--- config.mk ---
export PLATFORM = sky130hd
export DESIGN_NAME = lsu_align_unit_flat
export DESIGN_NICKNAME = d
export VERILOG_FILES = /design/src/rtl/lsu_pkg.sv /design/src/rtl/lsu_align_unit_if.sv /design/src/rtl/lsu_load_extend.sv /design/src/rtl/lsu_align_unit.sv /design/src/flat_wrapper.sv
export SDC_FILE = /design/constraint.sdc
export NUM_CORES = 1
export LEC_CHECK = 0
export CAP_MARGIN = 20
export CELL_PAD_IN_SITES_DETAIL_PLACEMENT = 1
export CELL_PAD_IN_SITES_GLOBAL_PLACEMENT = 2
export CORE_MARGIN = 2
export CORE_UTILIZATION = 23
export CTS_CLUSTER_SIZE = 28
export DETAILED_ROUTE_END_ITERATION = 16
export HOLD_SLACK_MARGIN = 0.15
export PLACE_DENSITY = 0.87
export SYNTH_ARGS = -nofsm -noshare
export SYNTH_HDL_FRONTEND = slang
export SYNTH_HIERARCHICAL = 1
export SYNTH_SLANG_ARGS = --single-unit
export TNS_END_PERCENT = 5
--- constraint.sdc ---
create_clock -name clk -period 2.1 [get_ports clk]
set_clock_uncertainty 0.05 [all_clocks]
set_input_delay 0.42 -clock clk [delete_from_list [all_inputs] [get_ports clk]]
set_output_delay 0.42 -clock clk [all_outputs]
set_load 0.005 [all_outputs]
--- src/rtl/lsu_pkg.sv ---
// Shared definitions for the load/store alignment unit: funct3 codes, FSM states, size decode.
// The ISSUE1/WAIT1 states exist only when LSU_MISALIGN_SPLIT_EN is defined.
package lsu_pkg;

    localparam logic [2:0] LB  = 3'b000;
    localparam logic [2:0] LH  = 3'b001;
    localparam logic [2:0] LW  = 3'b010;
    localparam logic [2:0] LD  = 3'b011;
    localparam logic [2:0] LBU = 3'b100;
    localparam logic [2:0] LHU = 3'b101;
    localparam logic [2:0] LWU = 3'b110;

`ifdef LSU_MISALIGN_SPLIT_EN
    typedef enum logic [2:0] {ST_IDLE, ST_ISSUE0, ST_WAIT0, ST_ISSUE1, ST_WAIT1, ST_RESP} state_e;
`else
    typedef enum logic [2:0] {ST_IDLE, ST_ISSUE0, ST_WAIT0, ST_RESP} state_e;
`endif

    // Access size in bytes; funct3[2] only selects sign vs zero extension.
    function automatic logic [3:0] size_bytes(input logic [2:0] funct3);
        case (funct3[1:0])
            2'b00:   return 4'd1;
            2'b01:   return 4'd2;
            2'b10:   return 4'd4;
            default: return 4'd8;
        endcase
    endfunction

    function automatic logic funct3_legal(input logic [2:0] funct3, input int xlen);
        case (funct3)
            LB, LH, LW, LBU, LHU: return 1'b1;
            LD, LWU:              return (xlen == 64);
            default:              return 1'b0;
        endcase
    endfunction

endpackage

--- src/rtl/lsu_align_unit_if.sv ---
// Word-aligned data memory bus: request/grant address phase, rvalid response phase.
interface lsu_align_unit_if #(
    parameter int XLEN   = 32,
    parameter int ADDR_W = 32
);
    localparam int NB = XLEN / 8;

    logic              mem_req_o;
    logic              mem_gnt_i;
    logic              mem_we_o;
    logic [ADDR_W-1:0] mem_addr_o;
    logic [NB-1:0]     mem_be_o;
    logic [XLEN-1:0]   mem_wdata_o;
    logic              mem_rvalid_i;
    logic [XLEN-1:0]   mem_rdata_i;

    modport master (
        output mem_req_o, mem_we_o, mem_addr_o, mem_be_o, mem_wdata_o,
        input  mem_gnt_i, mem_rvalid_i, mem_rdata_i
    );

    modport slave (
        input  mem_req_o, mem_we_o, mem_addr_o, mem_be_o, mem_wdata_o,
        output mem_gnt_i, mem_rvalid_i, mem_rdata_i
    );
endinterface

--- src/rtl/lsu_load_extend.sv ---
// Combinational load extractor: shifts merged beat data down by the byte offset, then
// sign- or zero-extends the selected size to XLEN.
module lsu_load_extend
    import lsu_pkg::*;
#(
    parameter int XLEN = 32,
    localparam int OFF_W = $clog2(XLEN / 8)
) (
    input  logic [2*XLEN-1:0] merged_i,
    input  logic [OFF_W-1:0]  off_i,
    input  logic [2:0]        funct3_i,
    output logic [XLEN-1:0]   data_o
);

    logic [2*XLEN-1:0] shifted;
    logic              msb;
    int                nbits;

    // NOTE: every variable written in always_comb is given a value first so no latch is inferred.
    always_comb begin
        shifted = merged_i >> {off_i, 3'b000};
        nbits   = 8 * int'(size_bytes(funct3_i));
        case (funct3_i[1:0])
            2'b00:   msb = shifted[7];
            2'b01:   msb = shifted[15];
            2'b10:   msb = shifted[31];
            default: msb = shifted[63];
        endcase
        data_o = '0;
        for (int i = 0; i < XLEN; i++) begin
            data_o[i] = (i < nbits) ? shifted[i] : (~funct3_i[2] & msb);
        end
    end

endmodule

--- src/rtl/lsu_align_unit.sv ---
// MEM-stage load/store alignment unit. Define LSU_MISALIGN_SPLIT_EN to sequence word-crossing
// accesses as two bus beats; otherwise any misaligned access is trapped with rsp_err_o.
module lsu_align_unit
    import lsu_pkg::*;
#(
    parameter int XLEN   = 32,
    parameter int ADDR_W = 32
) (
    input  logic              clk,
    input  logic              reset,
    input  logic              req_valid_i,
    output logic              req_ready_o,
    input  logic              req_we_i,
    input  logic [2:0]        req_funct3_i,
    input  logic [ADDR_W-1:0] req_addr_i,
    input  logic [XLEN-1:0]   req_wdata_i,
    lsu_align_unit_if.master  mem,
    output logic              rsp_valid_o,
    output logic [XLEN-1:0]   rsp_data_o,
    output logic              rsp_err_o,
    output logic              busy_o
);

    localparam int NB    = XLEN / 8;
    localparam int OFF_W = $clog2(NB);
`ifdef LSU_MISALIGN_SPLIT_EN
    localparam int BEATS = 2;
`else
    localparam int BEATS = 1;
`endif
    localparam int BE_W = BEATS * NB;
    localparam int WD_W = BEATS * XLEN;

    state_e            state_q, state_d;
    logic [ADDR_W-1:0] addr_q, addr_d;
    logic [2:0]        funct3_q, funct3_d;
    logic              we_q, we_d;
    logic              err_q, err_d;
    logic [XLEN-1:0]   wdata_q, wdata_d;
    logic [XLEN-1:0]   rdata0_q, rdata0_d;
`ifdef LSU_MISALIGN_SPLIT_EN
    logic [XLEN-1:0]   rdata1_q, rdata1_d;
    logic              split_q, split_d;
    logic              in_split;
`endif

    logic [OFF_W-1:0]  in_off, off_q;
    logic [3:0]        in_size, size_q;
    logic              in_err;
    logic [XLEN-1:0]   in_wdata;
    logic [ADDR_W-1:0] base;
    logic [BE_W-1:0]   be_full;
    logic [WD_W-1:0]   wd_full;
    logic [XLEN-1:0]   load_data;

    // Request decode: legality, trap/split decision and store data trimmed to the access size.
    always_comb begin
        in_off  = req_addr_i[OFF_W-1:0];
        in_size = size_bytes(req_funct3_i);
        in_err  = !funct3_legal(req_funct3_i, XLEN) || (req_we_i && req_funct3_i[2]);
`ifdef LSU_MISALIGN_SPLIT_EN
        in_split = (5'(in_off) + 5'(in_size)) > 5'(NB);
`else
        in_err = in_err || ((in_off & OFF_W'(in_size - 4'd1)) != '0);
`endif
        in_wdata = '0;
        for (int i = 0; i < NB; i++) begin
            in_wdata[i*8 +: 8] = (i < int'(in_size)) ? req_wdata_i[i*8 +: 8] : 8'h00;
        end
    end

    // Byte lanes and store data spanning both beats; beat 1 takes the upper halves.
    always_comb begin
        off_q   = addr_q[OFF_W-1:0];
        size_q  = size_bytes(funct3_q);
        base    = {addr_q[ADDR_W-1:OFF_W], {OFF_W{1'b0}}};
        be_full = ((BE_W'(1) << size_q) - BE_W'(1)) << off_q;
        wd_full = WD_W'(wdata_q) << {off_q, 3'b000};
    end

    lsu_load_extend #(.XLEN(XLEN)) u_load_extend (
`ifdef LSU_MISALIGN_SPLIT_EN
        .merged_i ({rdata1_q, rdata0_q}),
`else
        .merged_i ({{XLEN{1'b0}}, rdata0_q}),
`endif
        .off_i    (off_q),
        .funct3_i (funct3_q),
        .data_o   (load_data)
    );

    always_comb begin
        state_d  = state_q;
        addr_d   = addr_q;
        funct3_d = funct3_q;
        we_d     = we_q;
        err_d    = err_q;
        wdata_d  = wdata_q;
        rdata0_d = rdata0_q;
`ifdef LSU_MISALIGN_SPLIT_EN
        rdata1_d = rdata1_q;
        split_d  = split_q;
`endif
        req_ready_o     = (state_q == ST_IDLE);
        busy_o          = (state_q != ST_IDLE);
        rsp_valid_o     = 1'b0;
        rsp_err_o       = 1'b0;
        rsp_data_o      = '0;
        mem.mem_req_o   = 1'b0;
        mem.mem_we_o    = 1'b0;
        mem.mem_addr_o  = '0;
        mem.mem_be_o    = '0;
        mem.mem_wdata_o = '0;

        case (state_q)
            ST_IDLE: begin
                if (req_valid_i) begin
                    addr_d   = req_addr_i;
                    funct3_d = req_funct3_i;
                    we_d     = req_we_i;
                    wdata_d  = in_wdata;
                    err_d    = in_err;
`ifdef LSU_MISALIGN_SPLIT_EN
                    split_d  = in_split && !in_err;
`endif
                    state_d  = in_err ? ST_RESP : ST_ISSUE0;
                end
            end
            ST_ISSUE0: begin
                mem.mem_req_o   = 1'b1;
                mem.mem_we_o    = we_q;
                mem.mem_addr_o  = base;
                mem.mem_be_o    = be_full[NB-1:0];
                mem.mem_wdata_o = wd_full[XLEN-1:0];
                if (mem.mem_gnt_i) state_d = ST_WAIT0;
            end
            ST_WAIT0: begin
                if (mem.mem_rvalid_i) begin
                    rdata0_d = mem.mem_rdata_i;
`ifdef LSU_MISALIGN_SPLIT_EN
                    state_d  = split_q ? ST_ISSUE1 : ST_RESP;
`else
                    state_d  = ST_RESP;
`endif
                end
            end
`ifdef LSU_MISALIGN_SPLIT_EN
            ST_ISSUE1: begin
                mem.mem_req_o   = 1'b1;
                mem.mem_we_o    = we_q;
                mem.mem_addr_o  = base + ADDR_W'(NB);
                mem.mem_be_o    = be_full[BE_W-1:NB];
                mem.mem_wdata_o = wd_full[WD_W-1:XLEN];
                if (mem.mem_gnt_i) state_d = ST_WAIT1;
            end
            ST_WAIT1: begin
                if (mem.mem_rvalid_i) begin
                    rdata1_d = mem.mem_rdata_i;
                    state_d  = ST_RESP;
                end
            end
`endif
            ST_RESP: begin
                rsp_valid_o = 1'b1;
                rsp_err_o   = err_q;
                rsp_data_o  = (err_q || we_q) ? '0 : load_data;
                state_d     = ST_IDLE;
            end
            default: state_d = ST_IDLE;
        endcase
    end

    // NOTE: sequential state uses non-blocking assignments only; every register is reset.
    always_ff @(posedge clk) begin
        if (reset) begin
            state_q  <= ST_IDLE;
            addr_q   <= '0;
            funct3_q <= '0;
            we_q     <= 1'b0;
            err_q    <= 1'b0;
            wdata_q  <= '0;
            rdata0_q <= '0;
`ifdef LSU_MISALIGN_SPLIT_EN
            rdata1_q <= '0;
            split_q  <= 1'b0;
`endif
        end else begin
            state_q  <= state_d;
            addr_q   <= addr_d;
            funct3_q <= funct3_d;
            we_q     <= we_d;
            err_q    <= err_d;
            wdata_q  <= wdata_d;
            rdata0_q <= rdata0_d;
`ifdef LSU_MISALIGN_SPLIT_EN
            rdata1_q <= rdata1_d;
            split_q  <= split_d;
`endif
        end
    end

endmodule

--- src/flat_wrapper.sv ---
// flat-port wrapper written by rule: the top's interface ports become plain ports
module lsu_align_unit_flat import lsu_pkg::*;
#(
    parameter int XLEN   = 32,
    parameter int ADDR_W = 32
)
  (clk, reset, req_valid_i, req_ready_o, req_we_i, req_funct3_i, req_addr_i, req_wdata_i, rsp_valid_o, rsp_data_o, rsp_err_o, busy_o, mem_mem_req_o, mem_mem_we_o, mem_mem_addr_o, mem_mem_be_o, mem_mem_wdata_o, mem_mem_gnt_i, mem_mem_rvalid_i, mem_mem_rdata_i);
  lsu_align_unit_if #(.XLEN(XLEN), .ADDR_W(ADDR_W)) mem_i ();
  input  logic clk;
  input  logic reset;
  input  logic req_valid_i;
  output logic req_ready_o;
  input  logic req_we_i;
  input  logic [2:0] req_funct3_i;
  input  logic [ADDR_W-1:0] req_addr_i;
  input  logic [XLEN-1:0] req_wdata_i;
  output logic rsp_valid_o;
  output logic [XLEN-1:0] rsp_data_o;
  output logic rsp_err_o;
  output logic busy_o;
  output wire logic [$bits(mem_i.mem_req_o)-1:0] mem_mem_req_o;
  output wire logic [$bits(mem_i.mem_we_o)-1:0] mem_mem_we_o;
  output wire logic [$bits(mem_i.mem_addr_o)-1:0] mem_mem_addr_o;
  output wire logic [$bits(mem_i.mem_be_o)-1:0] mem_mem_be_o;
  output wire logic [$bits(mem_i.mem_wdata_o)-1:0] mem_mem_wdata_o;
  input wire logic [$bits(mem_i.mem_gnt_i)-1:0] mem_mem_gnt_i;
  input wire logic [$bits(mem_i.mem_rvalid_i)-1:0] mem_mem_rvalid_i;
  input wire logic [$bits(mem_i.mem_rdata_i)-1:0] mem_mem_rdata_i;
  assign mem_mem_req_o = mem_i.mem_req_o;
  assign mem_mem_we_o = mem_i.mem_we_o;
  assign mem_mem_addr_o = mem_i.mem_addr_o;
  assign mem_mem_be_o = mem_i.mem_be_o;
  assign mem_mem_wdata_o = mem_i.mem_wdata_o;
  assign mem_i.mem_gnt_i = mem_mem_gnt_i;
  assign mem_i.mem_rvalid_i = mem_mem_rvalid_i;
  assign mem_i.mem_rdata_i = mem_mem_rdata_i;
  lsu_align_unit #(.XLEN(XLEN), .ADDR_W(ADDR_W)) u_core (.clk(clk), .reset(reset), .req_valid_i(req_valid_i), .req_ready_o(req_ready_o), .req_we_i(req_we_i), .req_funct3_i(req_funct3_i), .req_addr_i(req_addr_i), .req_wdata_i(req_wdata_i), .mem(mem_i), .rsp_valid_o(rsp_valid_o), .rsp_data_o(rsp_data_o), .rsp_err_o(rsp_err_o), .busy_o(busy_o));
endmodule
==> out/metrics.csv <==
metric;value;unit
Net count, final;1115;
startpoint kind of the worst setup timing path;flop;
placed wire-length estimate;17.1;mm
First-pass DRT Iterations;4;
top cells by instance count after synthesis;nand2_1, dfxtp_1, a21oi_1;
initial core utilization;0.232;
Cell Rows;59;
r2r startpoint;u_core/state_q[1];
clock share of power;0.234;
total of fill cells in the finished design;3108;
Area Overhead vs Synth;56.9;%
number of register bits inferred by synthesis;103;
placed cells;1307;
height of the die;165;um
maximum vdd ir drop;0.353;mV
origin of the worst min-delay path;u_core/addr_q[29];
clock tree from TritonCTS;yes;
leakage dissipation;4.02;nW
type of element capturing the critical path;output pin;
Via-to-Cell Ratio;4.55;
vias post-DR;6118;
Hold WS;0.402;ns
biggest fanout along the worst timing path;8;
end point of the worst hold path;u_core/addr_q[29];
total number of H-tree levels;3;
Max Buffers Root-to-Sink;2;
delay contributed by the slowest stage of the critical path;0.52;ns
worst min-delay path class;reg2reg;
post-route DRC violation count;0;
Setup CP Type;reg2out;
count of final max-slew check failures;0;
shortest period the worst path allows;2.43;ns
per-cell routed wire length;17.2;um
largest net degree at the start of global routing;48;
Worst EP arrival;1.96;ns
Yosys Warn Count;6;
wire length of the first global-routing pass;35.4;mm
cell with the most instances after synthesis;nand2_1;
RR Endpoint;u_core/state_q[0];
violations in the final reports;negative setup slack;
final setup vio count;73;
Switching Fraction;0.366;
area of the core region;25800;um^2
Detail Route Antenna Nets;0;
total overflow reported by the global router;0;
share of power burned in registers;0.344;
final instance count without filler cells;1345;
required time reported for the critical path endpoint;1.63;ns
routability-driven placement congestion ratio;0.846;
Psw;2.67;mW
slowest stage cell, crit path;mux4_2;
initial antenna violation count;2;
most common flop cell mapped by yosys;dfxtp_1;
cts bufs inserted;9;
Global Route Usage Sum;0.169;
cell internal pwr;4.63;mW
run status;complete, but fails checks;
unrepaired setup endpoints after global routing;true;
Buffers on Ports;208;
highest achievable clock rate;0.411;GHz
final hold vios;0;
ratio of final minimum period to clock period;1.16;
Top-Level Pins;211;
aggregate routed wire length;23.1;mm
Die Outline Area;27400;um^2
Synth top area share;0.344;
power density relative to cell area;776;nW/um^2
final setup slack of the worst path;-0.335;ns
Finished Core Util;0.364;
library cell with the largest summed area after synthesis;dfxtp_1;
Post-Synthesis Cell Area;5990;um^2
number of clock sinks seen by CTS;103;
Seq/Total Area, Yosys;0.344;
gate count after technology mapping;728;
width of the chip;165;um
category of cells accounting for the largest share of critical-path delay;multiplexers;
CTS Root Buffer Type;clkbuf_16;
layout cells sized above 1;0.223;
path depth of the worst reg2reg path;7;
chain of cells forming the critical path;mux4_2 > mux2i_4 > buf_6 > o21ai_0 > and2_1 > buf_2;
number of enable flip-flop cells after synthesis;0;
top cells by area, synth;dfxtp_1, nand2_1, mux4_2, and2_1, a21oi_1;
R2R setup slack;0.27;ns
fraction of power consumed by combinational cells;0.422;
reported max-cap violation count;0;
crit path buf inv count;2;
clock-pin slew of the registers on the worst-case setup and hold paths;0.07;ns
async set-reset flop share out of synthesis;0;
clock network latency to the later pin of the worst-skew pair;0.35;ns
vias in the first global route;6243;
Worst Hold Path Cells;2;
worst-case setup slack after placement;-0.287;ns
Mapped Avg Cell Area;8.23;um^2
iteration-0 DRC count of the detailed router;188;
number of unique standard cell types used by synthesis;42;
[routing by layer]
| layer | global-route usage | up-vias | share of wire |
|---|---|---|---|
| met5 | 0 | - | 0.00065 |
| met4 | 0.0408 | 2 | 0.014 |
| met3 | 0.0455 | 25 | 0.067 |
| met2 | 0.301 | 172 | 0.50 |
| met1 | 0.202 | 2936 | 0.42 |
| li1 | - | 2983 | - |
[tightest hold or removal path, cell delays in order (launching register included)]
cell and delay (ns):
dfxtp_1 0.31, nand2_1 0.05, a21oi_1 0.05
[worst max-delay path by stage]
stage          slack, ns             start  depth (start not counted)             end
6_report           -0.33  u_core/addr_q[1]                          6  rsp_data_o[30]
3_5_place_dp       -0.29  u_core/addr_q[1]                          6  rsp_data_o[26]
5_1_grt            -0.41  u_core/addr_q[0]                          7  rsp_data_o[17]
3_3_place_gp       -0.24  u_core/addr_q[1]                          6  rsp_data_o[29]
4_1_cts            -0.49  u_core/addr_q[1]                          8  rsp_data_o[18]
2_1_floorplan       0.05  u_core/addr_q[1]                          6  rsp_data_o[16]
[final cells by class]
type | instances | area (um^2) | share of cell area
antenna | 1 | 2.50 | 0.000266
clock buffer | 9 | 225 | 0.0240
clock inverter | 7 | 65.1 | 0.00692
inverter | 6 | 22.5 | 0.00240
multi-input combinational | 603 | 3880 | 0.413
sequential | 103 | 2080 | 0.221
tap | 335 | 419 | 0.0446
timing repair buffer | 281 | 2710 | 0.288
[kinds of logic after synthesis]
family	count (synthesis)	synth area share
mux	59	0.175
simple gates	332	0.255
compound gates	154	0.153
fa+ha+maj	7	0.0142
other cells	1	0.000626
flops	103	0.344
buf+inv	72	0.0576
[placed cells by master, fill, tap and decap left out, drive strengths merged, types with 8 or more instances in the layout]
master         instances
clkbuf                26
nor2                  28
buf                   98
nand2                189
inv                   10
clkdlybuf4s50        111
mux4                  34
o2bb2ai                8
dfxtp                103
and2                  82
mux2                   8
conb                  51
a22oi                 16
nand3                 16
a21oi                 86
clkdlybuf4s15          8
o21ai                 26
o211a                 10
dlygate4sd2           44
mux2i                 17
[flip-flops by register name, indices dropped and copies added, names as in the netlist]
register         count
u_core/we_q          1
u_core/wdata_q      32
u_core/funct3_q      3
u_core/rdata0_q     32
u_core/err_q         1
u_core/state_q       2
u_core/addr_q       32
[power groups by stage]
stage	logic [mW]	registers, mW	clock network [mW]
floorplan	1.60	2.43	0
global placement	2.85	2.53	0
detailed placement	2.89	2.54	0
CTS	3.05	2.51	1.78
global route	3.36	2.55	1.85
finish	3.08	2.51	1.71
[through the flow]
step / power, mW / area [um^2] / TNS, ns
global placement: 5.38 / 8980 / -9.19
detailed placement: 5.44 / 8980 / -10.90
floorplan: 4.03 / 6180 / 0
global route: 7.76 / 9400 / -22.21
CTS: 7.34 / 9390 / -19.59
finish: 7.30 / 9400 / -15.68
[what timing repair did]
action / in CTS / in global routing
buffers inserted: 14 / 11
gates cloned: 1 / 0
pin swaps: 15 / 19
hold buffers: 0 / 0
resized for setup: 240 / 61
endpoints found under the setup margin: 104 / 97
(Power assumes the default switching activity.)
